==> src/rtl/multdiv_alu_sequencer_pkg.sv <==
`default_nettype none
// ============================================================================
// Module      : multdiv_alu_sequencer_pkg
// Description : Shared constants for the multiply/divide sequencer. Holds the
//               ALU opcode encodings, the sequencer state encoding and the
//               default iteration count.
// Revision    : 1.0  initial release
// ============================================================================
package multdiv_alu_sequencer_pkg;

    localparam int ITERATIONS_DEFAULT = 32;

    // Opcodes understood by the shared execute-stage ALU
    localparam logic [4:0] ALU_ADD = 5'b00000;
    localparam logic [4:0] ALU_SUB = 5'b00001;
    localparam logic [4:0] ALU_AND = 5'b00010;
    localparam logic [4:0] ALU_OR  = 5'b00011;
    localparam logic [4:0] ALU_SLL = 5'b00100;
    localparam logic [4:0] ALU_SRA = 5'b00101;

    typedef enum logic [2:0] {
        IDLE  = 3'd0,
        NEG_A = 3'd1,
        NEG_B = 3'd2,
        RUN   = 3'd3,
        FIXUP = 3'd4
    } state_t;

endpackage
`default_nettype wire

==> src/rtl/multdiv_alu_sequencer_alu_carry_detect.sv <==
`default_nettype none
// ============================================================================
// Module      : alu_carry_detect
// Description : Recovers the unsigned carry (add) or borrow (subtract) of a
//               32-bit ALU operation from the operand and result MSBs, so the
//               sequencer can use an ALU that exposes no carry output.
// Ports       : i_x_msb  operand A bit 31
//               i_y_msb  operand B bit 31
//               i_r_msb  ALU result bit 31
//               i_sub    1 = subtract (report borrow), 0 = add (report carry)
//               o_carry  carry-out of the add, or borrow of the subtract
// Revision    : 1.0  initial release
// ============================================================================
module alu_carry_detect (
    input  logic i_x_msb,
    input  logic i_y_msb,
    input  logic i_r_msb,
    input  logic i_sub,
    output logic o_carry
);

    logic w_carry_add;
    logic w_borrow_sub;

    // Carry out of bit 31: both MSBs set, or one set and the sum MSB cleared
    assign w_carry_add  = (i_x_msb & i_y_msb) | ((i_x_msb | i_y_msb) & ~i_r_msb);
    // Borrow out of bit 31 for x - y
    assign w_borrow_sub = (~i_x_msb & i_y_msb) | ((~i_x_msb | i_y_msb) & i_r_msb);

    assign o_carry = i_sub ? w_borrow_sub : w_carry_add;

endmodule
`default_nettype wire

==> src/rtl/multdiv_alu_sequencer.sv <==
`default_nettype none
// ============================================================================
// Module      : multdiv_alu_sequencer
// Description : Multi-cycle signed 32-bit multiply / divide that borrows the
//               execute-stage ALU. Operands are made positive (NEG_A, NEG_B),
//               a radix-2 shift-add multiply or restoring divide runs for
//               ITERATIONS cycles (RUN), and the sign is re-applied (FIXUP).
// Ports       : clock, reset            clock, synchronous active-high reset
//               data_operandA/B         operands, sampled on the start edge
//               ctrl_MULT / ctrl_DIV    start strobes (MULT wins if both)
//               alu_operandA/B, alu_opcode, alu_shiftamt  ALU requests
//               alu_result              combinational ALU answer
//               data_result, data_exception, data_resultRDY, busy
// Revision    : 1.0  initial release
// ============================================================================
module multdiv_alu_sequencer
    import multdiv_alu_sequencer_pkg::*;
#(
    parameter int          ITERATIONS      = ITERATIONS_DEFAULT,
    parameter logic [31:0] DIV_ZERO_RESULT = 32'h00000000
) (
    input  logic        clock,
    input  logic        reset,
    input  logic [31:0] data_operandA,
    input  logic [31:0] data_operandB,
    input  logic        ctrl_MULT,
    input  logic        ctrl_DIV,
    output logic [31:0] alu_operandA,
    output logic [31:0] alu_operandB,
    output logic [4:0]  alu_opcode,
    output logic [4:0]  alu_shiftamt,
    input  logic [31:0] alu_result,
    output logic [31:0] data_result,
    output logic        data_exception,
    output logic        data_resultRDY,
    output logic        busy
);

    localparam int CNT_W = $clog2(ITERATIONS + 1);
    localparam logic [CNT_W-1:0] C_LAST_ITER = CNT_W'(ITERATIONS - 1);

    state_t           r_state;
    state_t           w_next_state;
    logic [31:0]      r_a;        // A, then |A| (multiplicand)
    logic [31:0]      r_b;        // B, then |B| (divisor)
    logic [31:0]      r_hi;       // product HI / partial remainder
    logic [31:0]      r_lo;       // product LO / quotient
    logic [CNT_W-1:0] r_cnt;
    logic             r_is_div;
    logic             r_sa;
    logic             r_sb;
    logic             r_div_exc;
    logic [31:0]      r_result;
    logic             r_exc;
    logic             r_rdy;

    logic             w_start;
    logic             w_carry;
    logic [31:0]      w_rprime;
    logic [31:0]      w_b_mag;
    logic             w_sum_c;
    logic [31:0]      w_sum_s;
    logic             w_neg;
    logic             w_mul_ovf;

    assign w_start  = ctrl_MULT | ctrl_DIV;
    assign w_rprime = {r_hi[30:0], r_lo[31]};
    assign w_b_mag  = r_sb ? alu_result : r_b;
    assign w_neg    = r_sa ^ r_sb;

    // Multiply step: add |A| only when the multiplier LSB is set
    assign w_sum_c  = r_lo[0] ? w_carry    : 1'b0;
    assign w_sum_s  = r_lo[0] ? alu_result : r_hi;

    // Product magnitude {r_hi, r_lo} must fit in signed 32 bits; a negative
    // result may reach exactly 2^31. A zero product keeps r_lo[31] clear.
    assign w_mul_ovf = (r_hi != 32'h0) ||
                       ((w_neg && (r_lo != 32'h0)) ? (r_lo[31] && (r_lo[30:0] != 31'h0))
                                                   : r_lo[31]);

    alu_carry_detect u_carry (
        .i_x_msb (r_is_div ? w_rprime[31] : r_hi[31]),
        .i_y_msb (r_is_div ? r_b[31]      : r_a[31]),
        .i_r_msb (alu_result[31]),
        .i_sub   (r_is_div),
        .o_carry (w_carry)
    );

    always_ff @(posedge clock) begin
        if (reset) begin
            r_state <= IDLE;
        end else begin
            r_state <= w_next_state;
        end
    end

    always_comb begin
        w_next_state = r_state;
        alu_operandA = 32'h0;
        alu_operandB = 32'h0;
        alu_opcode   = ALU_ADD;
        case (r_state)
            IDLE: begin
                if (w_start) begin
                    w_next_state = NEG_A;
                end
            end
            NEG_A: begin
                alu_operandB = r_a;
                alu_opcode   = ALU_SUB;
                w_next_state = NEG_B;
            end
            NEG_B: begin
                alu_operandB = r_b;
                alu_opcode   = ALU_SUB;
                w_next_state = RUN;
            end
            RUN: begin
                if (r_is_div) begin
                    alu_operandA = w_rprime;
                    alu_operandB = r_b;
                    alu_opcode   = ALU_SUB;
                end else begin
                    alu_operandA = r_hi;
                    alu_operandB = r_a;
                    alu_opcode   = ALU_ADD;
                end
                if (r_cnt == C_LAST_ITER) begin
                    w_next_state = FIXUP;
                end
            end
            FIXUP: begin
                alu_operandB = r_lo;
                alu_opcode   = ALU_SUB;
                w_next_state = IDLE;
            end
            default: w_next_state = IDLE;
        endcase
    end

    always_ff @(posedge clock) begin
        if (reset) begin
            r_a       <= 32'h0;
            r_b       <= 32'h0;
            r_hi      <= 32'h0;
            r_lo      <= 32'h0;
            r_cnt     <= '0;
            r_is_div  <= 1'b0;
            r_sa      <= 1'b0;
            r_sb      <= 1'b0;
            r_div_exc <= 1'b0;
            r_result  <= 32'h0;
            r_exc     <= 1'b0;
            r_rdy     <= 1'b0;
        end else begin
            r_rdy <= 1'b0;
            case (r_state)
                IDLE: begin
                    if (w_start) begin
                        r_a       <= data_operandA;
                        r_b       <= data_operandB;
                        r_is_div  <= ~ctrl_MULT;
                        r_sa      <= data_operandA[31];
                        r_sb      <= data_operandB[31];
                        r_div_exc <= (data_operandB == 32'h0) ||
                                     ((data_operandA == 32'h80000000) &&
                                      (data_operandB == 32'hFFFFFFFF));
                    end
                end
                NEG_A: begin
                    if (r_sa) begin
                        r_a <= alu_result;
                    end
                end
                NEG_B: begin
                    r_b   <= w_b_mag;
                    r_hi  <= 32'h0;
                    r_lo  <= r_is_div ? r_a : w_b_mag;
                    r_cnt <= '0;
                end
                RUN: begin
                    r_cnt <= r_cnt + 1'b1;
                    if (r_is_div) begin
                        // No borrow means the shifted remainder covers |B|
                        if (!w_carry) begin
                            r_hi <= alu_result;
                            r_lo <= {r_lo[30:0], 1'b1};
                        end else begin
                            r_hi <= w_rprime;
                            r_lo <= {r_lo[30:0], 1'b0};
                        end
                    end else begin
                        r_hi <= {w_sum_c, w_sum_s[31:1]};
                        r_lo <= {w_sum_s[0], r_lo[31:1]};
                    end
                end
                FIXUP: begin
                    r_rdy <= 1'b1;
                    r_exc <= r_is_div ? r_div_exc : w_mul_ovf;
                    if (r_is_div && r_div_exc) begin
                        r_result <= DIV_ZERO_RESULT;
                    end else begin
                        // Low word of the signed result, wrapping on overflow
                        r_result <= w_neg ? alu_result : r_lo;
                    end
                end
                default: ;
            endcase
        end
    end

    assign alu_shiftamt   = 5'b00000;
    assign data_result    = r_result;
    assign data_exception = r_exc;
    assign data_resultRDY = r_rdy;
    assign busy           = (r_state != IDLE);

endmodule
`default_nettype wire

==> config.mk <==
export PLATFORM = sky130hd
export DESIGN_NAME = multdiv_alu_sequencer
export DESIGN_NICKNAME = d
export VERILOG_FILES = /design/src/rtl/multdiv_alu_sequencer_pkg.sv /design/src/rtl/multdiv_alu_sequencer_alu_carry_detect.sv /design/src/rtl/multdiv_alu_sequencer.sv
export SDC_FILE = /design/constraint.sdc
export NUM_CORES = 1
export LEC_CHECK = 0
export ABC_CLOCK_PERIOD_IN_PS = 5900
export BUFFER_PORTS_ARGS = -buffer_cell sky130_fd_sc_hd__buf_2
export CAP_MARGIN = 30
export CORE_UTILIZATION = 55
export DETAILED_ROUTE_END_ITERATION = 10
export GPL_ROUTABILITY_DRIVEN = 0
export PLACE_DENSITY_LB_ADDON = 0.15
export SETUP_SLACK_MARGIN = 0.5
export SYNTH_ARGS = -nofsm -noshare
export SYNTH_HDL_FRONTEND = slang
export SYNTH_SLANG_ARGS = --single-unit
==> constraint.sdc <==
create_clock -name clock -period 5.9 [get_ports clock]
set_clock_uncertainty 0.2 [all_clocks]
set_input_delay 1.18 -clock clock [delete_from_list [all_inputs] [get_ports clock]]
set_output_delay 1.18 -clock clock [all_outputs]
set_load 0.03 [all_outputs]
; ---- Word-level counts from Yosys, hierarchy flattened
; Index checks and enable logic that the tools add are counted.
[op_classes]
addsub = 1
n_bitwise = 13
n_eq_ne = 10
n_mux = 33
reduce_logical = 20
[op_table]
columns = operator, n
row1 = $mux 32, 14
row2 = $pmux 32 s2, 4
row3 = $pmux 32 s4, 1
row4 = $eq 32x32->1 const B, 2
row5 = $reduce_bool 32->1, 2
row6 = $logic_not 32->1, 1
row7 = $reduce_bool 31->1, 1
row8 = $pmux 3 s4, 1
row9 = $pmux 6 s2, 1
row10 = $mux 1, 9
row11 = $add 6x1->6 const B, 1
row12 = $eq 3x2->1 const B, 2
row13 = $eq 6x5->1 const B, 1
row14 = $mux 3, 2
row15 = $ne 2x2->1 const B, 3
row16 = $reduce_and 2->1, 3
row17 = $reduce_bool 2->1, 3
row18 = $or 1x1->1, 5
row19 = $and 1x1->1, 4
row20 = $logic_and 1x1->1, 4
row21 = $eq 3x1->1 const B, 1
row22 = $eq 3x3->1 const B, 1
row23 = $logic_not 3->1, 1
row24 = $not 1->1, 3
row25 = 6 further kinds, 7
[word_totals]
output_inout_bits = 109
ff_bits = 175
in_bits = 100
elab_cells = 90

; ---- Longest topological paths before layout
; Gate-level depths: netlist of run 1.
[logic_depth]
depth_word = 9
depth_mapped = 8
depth_no_buf = 6

; ---- By module
; From an unflattened synthesis of run 1, not the netlist that was laid out.
[unflattened]
hier_cells = 1221
hier_area_um2 = 10573.9
[by_module_without_submodules]
columns = mod, cells_per_inst, area_per_inst_um2, n_inst, seq_area_each_um2
row1 = multdiv_alu_sequencer, 1217, 10538.9, 1, 3503.4
row2 = alu_carry_detect, 4, 35.0, 1, 0.0

; ---- Least setup slack after synthesis of run 1
; OpenSTA, ideal clock, no wires.
[synth_path]
path_type = reg2out
start = reg r_is_div
end = out alu_operandA[10]
setup_slack_ps = 2665
path_buffers = 3
required_time_ps = 4520
t_arrival_ps = 1855
path_stages_with_launch = 6
path_cell_list = dfxtp_1 -> clkbuf_1 -> buf_2 -> clkbuf_1 -> mux2i_1 -> nor2_1
[synth_between]
elab_chain_cells = 2
[synth_rtl]
columns = item, line_no
row1 = start: declaration, multdiv_alu_sequencer.sv:49  ; logic r_is_div;
row2 = start signal: assignment, multdiv_alu_sequencer.sv:162  ; r_is_div <= ~ctrl_MULT;
row3 = $mux 32, multdiv_alu_sequencer.sv:119  ; if (r_is_div) begin
row4 = $mux 32, multdiv_alu_sequencer.sv:102  ; case (r_state)
row5 = end: declaration, multdiv_alu_sequencer.sv:28  ; output logic [31:0] alu_operandA,
; No other way between the ends.

; ---- Worst setup path in the final report of run 1
[layout_path]
start = reg r_state[0]
end = out alu_operandB[1]
[layout_between]
elab_chain_cells = 2
elab_cells_between_ends = 5
cone_classes = 4 x eq/ne / 1 x mux
[layout_rtl]
columns = item, line_no
row1 = start: declaration, multdiv_alu_sequencer.sv:42  ; state_t r_state;
row2 = start signal: assignment, multdiv_alu_sequencer.sv:93  ; r_state <= w_next_state;
row3 = $eq 3x3->1 (tied with other cells), multdiv_alu_sequencer.sv:102
row4 = $pmux 32 s4 (*), multdiv_alu_sequencer.sv:102
row5 = end: declaration, multdiv_alu_sequencer.sv:29  ; output logic [31:0] alu_operandB,
; Mark *: on every way between the ends. The rest lies on a longest branch, timed or not.

==> impl_metrics.tcl, run 1 <==
set metrics [dict create \
    diodes 0 \
    insertion_delay_ns 0.43 \
    p_leak_nw 4.87 \
    max-vdd-ir-drop_mv 0.215 \
    dieWidth_um 138 \
    grt_max_degree 78 \
    grt_pass1_wl_um 52000 \
    post-dp-hpwl_um 23600 \
    initial_core_util_pct 56.3 \
    post-cts-setup-buffers 0 \
    rsz0062_at_grt "no" \
    ios 209 \
    hold_path_class "flip-flop to flip-flop" \
    cts_hold_buf 0 \
    clk_pin_slew_ns 0.07 \
    globalRoute.totalOverflow 0 \
    die_height_um 138 \
    p_clk_share_pct 35.0 \
    endpoint_kind "primary output" \
    grt_pass1_vias 9035 \
    cts_buffers 17 \
    setup_violations 0 \
    ys_top_cells_by_area "dfxtp_1, mux2i_1, nor2_1, mux4_2, mux2_1" \
    vias 10059 \
    drc 0 \
    wirelength_um 34300 \
    dp_cells 1508 \
    dr.pass1.iters 7 \
    syn_inst 1158 \
    drv_slew 0 \
    ys_types 51 \
    max_clock_freq_mhz 233 \
    layout-drive-gt1-share_pct 23.1 \
    finalSetupTns_ns 0 \
    maxCapViolations 0 \
    cp_max_fo 31 \
    critPathLaunchType "flip-flop" \
    rr_worst_depth 7 \
    cts_num_sinks 175 \
    swShare_pct 31.8 \
    p_per_area_mw_per_mm2 281 \
    wl_per_cell_um 22.3 \
    drt_iter0_drc 1252 \
    fin_crit_ns 4.29 \
    power.total_mw 3.33 \
    cts_max_path_buffers 2 \
    cts_max_level 4 \
    internal_power_mw 2.27 \
    worstPathArrival_ns 2.91 \
    syn_area_mm2 0.0101 \
    antenna_found_initial 0 \
    tightest_slew_ns 1.07 \
    rows 49 \
    ys_ff_latch 175 \
    yosysMostFrequentCell "nor2_1" \
    period_share_pct 72.7 \
    synth_edf_count 0 \
    seq_area_frac_synth_pct 34.7 \
    layout.nets 1399 \
    synth-main-ff-cell "dfxtp_1" \
    yosysTopAreaCell "dfxtp_1" \
    yosys_warnings 0 \
    power.switching_mw 1.06 \
    status "completed" \
    slew_headroom_pct 28.9 \
    tritoncts "yes" \
    cts_root_buf "clkbuf_16" \
    vias_per_cell 6.54 \
    seq_power_share_pct 41.5 \
    die_area_mm2 0.0189 \
    syn_avg_cell_area_um2 8.73 \
    fp.coreArea_mm2 0.0180 \
    critPathRequiredTime_ns 4.52 \
    p_comb_share_pct 23.4 \
    synth_top_area_share_pct 34.7 \
    critical_path_class "flip-flop to primary output" \
    yosys-top-cells-count "nor2_1, dfxtp_1, mux2i_1" \
    hold_violations 0 \
    ant_nets 0 \
    final_cells 1539 \
    synthToLayoutAreaGrowth_pct 17.2 \
    synthArstFlopShare_pct 0 \
    cts_resized 0 \
    io_buffers 199 \
    hold_depth 2 \
    track_usage_pct 36.5 \
]
-- kinds of logic after synthesis --
family	Yosys count	synth area share [%]
AOI/OAI and AO/OA	240	18.1
xor gates and xnor gates	1	0.0867
DFF	175	34.7
buffers and inverters	147	6.08
other	1	0.0371
adders and majority gates	2	0.223
and+or+nand+nor	399	17.6
muxes	193	23.2
-- registers in the layout, indices dropped and copies added, names as in the netlist, 3 cells and up --
register,count
r_a,32
r_cnt,6
r_hi,32
r_lo,32
r_state,3
data_result,32
r_b,32
-- path summary, 6_finish.rpt --
| check | from | slack (ns) | to |
|---|---|---|---|
| worst min register to register | data_result[13]$_SDFFE_PP0N_ | 0.28 | data_result[13]$_SDFFE_PP0N_ |
| worst min-delay path | data_result[13]$_SDFFE_PP0N_ | 0.28 | data_result[13]$_SDFFE_PP0N_ |
| worst max-delay path | r_state[0]$_SDFFE_PP0P_ | 1.61 | alu_operandB[1] |
| worst max register to register | r_state[0]$_SDFFE_PP0P_ | 2.74 | r_a[18]$_SDFFE_PP0P_ |
-- power groups by stage --
| stage | clock (mW) | sequential, mW | combinational [mW] |
|---|---|---|---|
| after floorplan | 0 | 1.35 | 0.568 |
| after global placement | 0 | 1.41 | 0.735 |
| after detailed placement | 0 | 1.40 | 0.762 |
| after CTS | 1.17 | 1.37 | 0.766 |
| after global routing | 1.21 | 1.39 | 0.829 |
| final | 1.17 | 1.38 | 0.780 |
-- routing by layer --
| metal | vias up | global-route usage, % | wire length, um |
|---|---|---|---|
| li1 | 4582 | - | - |
| met3 | 101 | 7.62 | 3570 |
| met1 | 4756 | 50.0 | 14200 |
| met4 | 0 | 15.3 | 1190 |
| met2 | 620 | 55.4 | 15300 |
| met5 | - | 0 | 0 |
-- layout make-up --
type | count | area [um^2]
flip-flops and latches | 175 | 3510
clock inverters | 10 | 138
well taps | 229 | 287
fillers | 1545 | 6110
inverters | 36 | 135
repair buffers | 224 | 1230
clock buffers | 21 | 460
multi-input cells | 844 | 6090
-- through the flow --
stage / hold WS, ns / utilization, % / instance area, um^2 / setup slack (ns)
finish: 0.284 / 66.0 / 11900 / 1.61
global route: 0.299 / 66.0 / 11900 / 1.46
CTS: 0.279 / 66.0 / 11900 / 1.65
detailed placement: 0.269 / 62.6 / 11300 / 2.12
global placement: 0.264 / 62.2 / 11200 / 2.13
floorplan: 0.245 / - / 10100 / 2.66
-- critical path, stage by stage (launching register included) --
cell	delay, ns
dfxtp_2	0.81
nand2b_1	0.23
a21oi_4	0.79
a222oi_1	0.27
inv_1	0.15
buf_2	0.21
-- layout by cell type, fill, tap and decap left out, types with 3 or more instances in the layout --
cell,count
inv_1,32
inv_2,3
a221o_1,32
o21ai_1,37
a21oi_1,25
nor4_1,32
buf_2,198
and2_1,3
o22ai_1,12
clkbuf_16,17
conb_1,9
a222oi_1,31
a2bb2oi_1,33
mux2i_1,132
mux2_1,31
nand2_1,84
buf_4,22
clkinv_2,3
nor2_1,192
nor3_1,46
dfxtp_1,172
or4_1,4
bufinv_16,3
nand4_1,14
a211oi_1,34
dfxtp_2,3
mux4_2,30
a22oi_1,12
nand3_1,6
a311oi_1,10
nand2b_1,3
Power figures use the tool's default switching activity.
==> run 2: changes to the inputs <==
Settings changed: ABC_CLOCK_PERIOD_IN_PS 5900 to 3800, CORE_UTILIZATION 55 to 50.
Clock period 5.9 ns to 3.8 ns, I/O delays scaled along.
==> run 2 against run 1 <==
Hold slack improved by 0.0028 ns. First-iteration DRC count fell by 1.1%. Sequential share of layout area down 0.24 points. Utilization decreased by 5.0 points. Critical endpoint is now alu_operandB[2]. Sequential cell count unchanged. Design area rose by 1.1%.
==> impl_metrics.tcl, run 2 (same netlist as run 1, synthesis figures left out) <==
set metrics [dict create \
    status "completed" \
    finalSetupTns_ns 0 \
    final_cells 1592 \
    cpLargestDelayFamily "buffers and inverters" \
    dr.pass1.iters 9 \
    drv_slew 0 \
    cts_root_buf "clkbuf_16" \
    period_share_pct 84.8 \
    ant_nets 0 \
    cts_buffers 17 \
    power.total_mw 5.12 \
    placed_area_mm2 0.0114 \
    whs_ns 0.287 \
    dieWidth_um 144 \
    die_height_um 144 \
    finalInstanceArea_mm2 0.0120 \
    final_common_cell "buf_2" \
    cp_slowest_cell "buf_4" \
    cts_max_level 4 \
    critPathRequiredTime_ns 2.84 \
    critical_path_class "flip-flop to primary output" \
    hold_violations 0 \
    drc 0 \
    insertion_delay_ns 0.43 \
    layout.nets 1414 \
    cp_cell_sequence "nand2b_1 > a21oi_2 > buf_4 > a222oi_1 > inv_1 > buf_2" \
    fill_cells 1763 \
    rsz0062_at_grt "no" \
    wl_per_cell_um 22.3 \
    cts_max_path_buffers 2 \
    max-vdd-ir-drop_mv 0.334 \
    dp_cells 1558 \
    antenna_found_initial 0 \
    critPathLaunchType "flip-flop" \
    tightest_slew_ns 1.06 \
    dp_worst_setup_slack_ns 0.913 \
    hold_path_class "flip-flop to flip-flop" \
    globalRoute.totalOverflow 0 \
    critPathMaxStageDelay_ns 0.41 \
    vias 10100 \
    synthToLayoutAreaGrowth_pct 18.5 \
    rows 51 \
    die_area_mm2 0.0208 \
    p_per_area_mw_per_mm2 428 \
    drt_iter0_drc 1238 \
    utilization_pct 60.9 \
    io_buffers 199 \
    worstPathArrival_ns 2.26 \
    fin_crit_ns 3.22 \
    ios 209 \
    grt_pass1_wl_um 53200 \
    cts_num_sinks 175 \
    initial_core_util_pct 51.4 \
    track_usage_pct 34.2 \
    critPathBufInv 3 \
    grt_pass1_vias 9098 \
    endpoint_kind "primary output" \
    vias_per_cell 6.34 \
    slew_headroom_pct 29.5 \
    fp.coreArea_mm2 0.0197 \
    setup_violations 0 \
    tritoncts "yes" \
    final_cell_mix "buf_2, nor2_1, dfxtp_1" \
    p_leak_nw 4.93 \
    layout-drive-gt1-share_pct 24.4 \
    maxCapViolations 0 \
    post-dp-hpwl_um 25000 \
    cp_max_fo 24 \
    wirelength_um 35500 \
    max_clock_freq_mhz 310 \
    clk_pin_slew_ns 0.06 \
    setup_slack_ns 0.578 \
    grt_max_degree 93 \
]
## run 2: routing by layer
layer | global-route usage [%] | wire length, um
met2 | 52.5 | 15800
met5 | 0 | 0
met3 | 7.62 | 3920
met1 | 46.5 | 14700
met4 | 13.7 | 1040
## run 2: cell type report
type | instances | area [um^2] | share of cell area [%]
Tap cell | 265 | 332 | 2.77
Antenna cell | 1 | 2.50 | 0.0209
Clock inverter | 15 | 145 | 1.21
Inverter | 36 | 135 | 1.13
Timing Repair Buffer | 239 | 1340 | 11.2
Clock buffer | 17 | 425 | 3.55
Multi-Input combinational cell | 844 | 6080 | 50.8
Sequential cell | 175 | 3520 | 29.4
## run 2: final timing paths
kind	to	cells after the start	slack, ns	from
hold / removal	r_cnt[1]$_SDFFE_PP0P_	2	0.29	r_cnt[1]$_SDFFE_PP0P_
setup reg to reg	r_lo[2]$_SDFFE_PP0P_	5	1.25	r_sb$_SDFFE_PP0P_
setup / recovery	alu_operandB[2]	6	0.58	r_state[2]$_SDFFE_PP0P_
hold reg to reg	r_cnt[1]$_SDFFE_PP0P_	2	0.29	r_cnt[1]$_SDFFE_PP0P_
## run 2: tightest hold or removal path: cells and delay by family, from the launching register on
kind	cells	cell delay [ns]
DFF	1	0.32
and+or+nand+nor	1	0.06
AOI/OAI and AO/OA	1	0.05
## run 2: report_power, final
group	internal (mW)	total, mW	switching, mW
Combinational	0.510	1.24	0.727
Sequential	1.97	2.14	0.178
Clock	0.966	1.74	0.777
Total	3.44	5.12	1.68
## run 2: what timing repair did
item	CTS	global route
pin swaps	0	1
resized for setup	2	5
hold buffers	0	0
buffers inserted	0	1
setup endpoints to repair	3	24
endpoints found under the hold margin	0	0
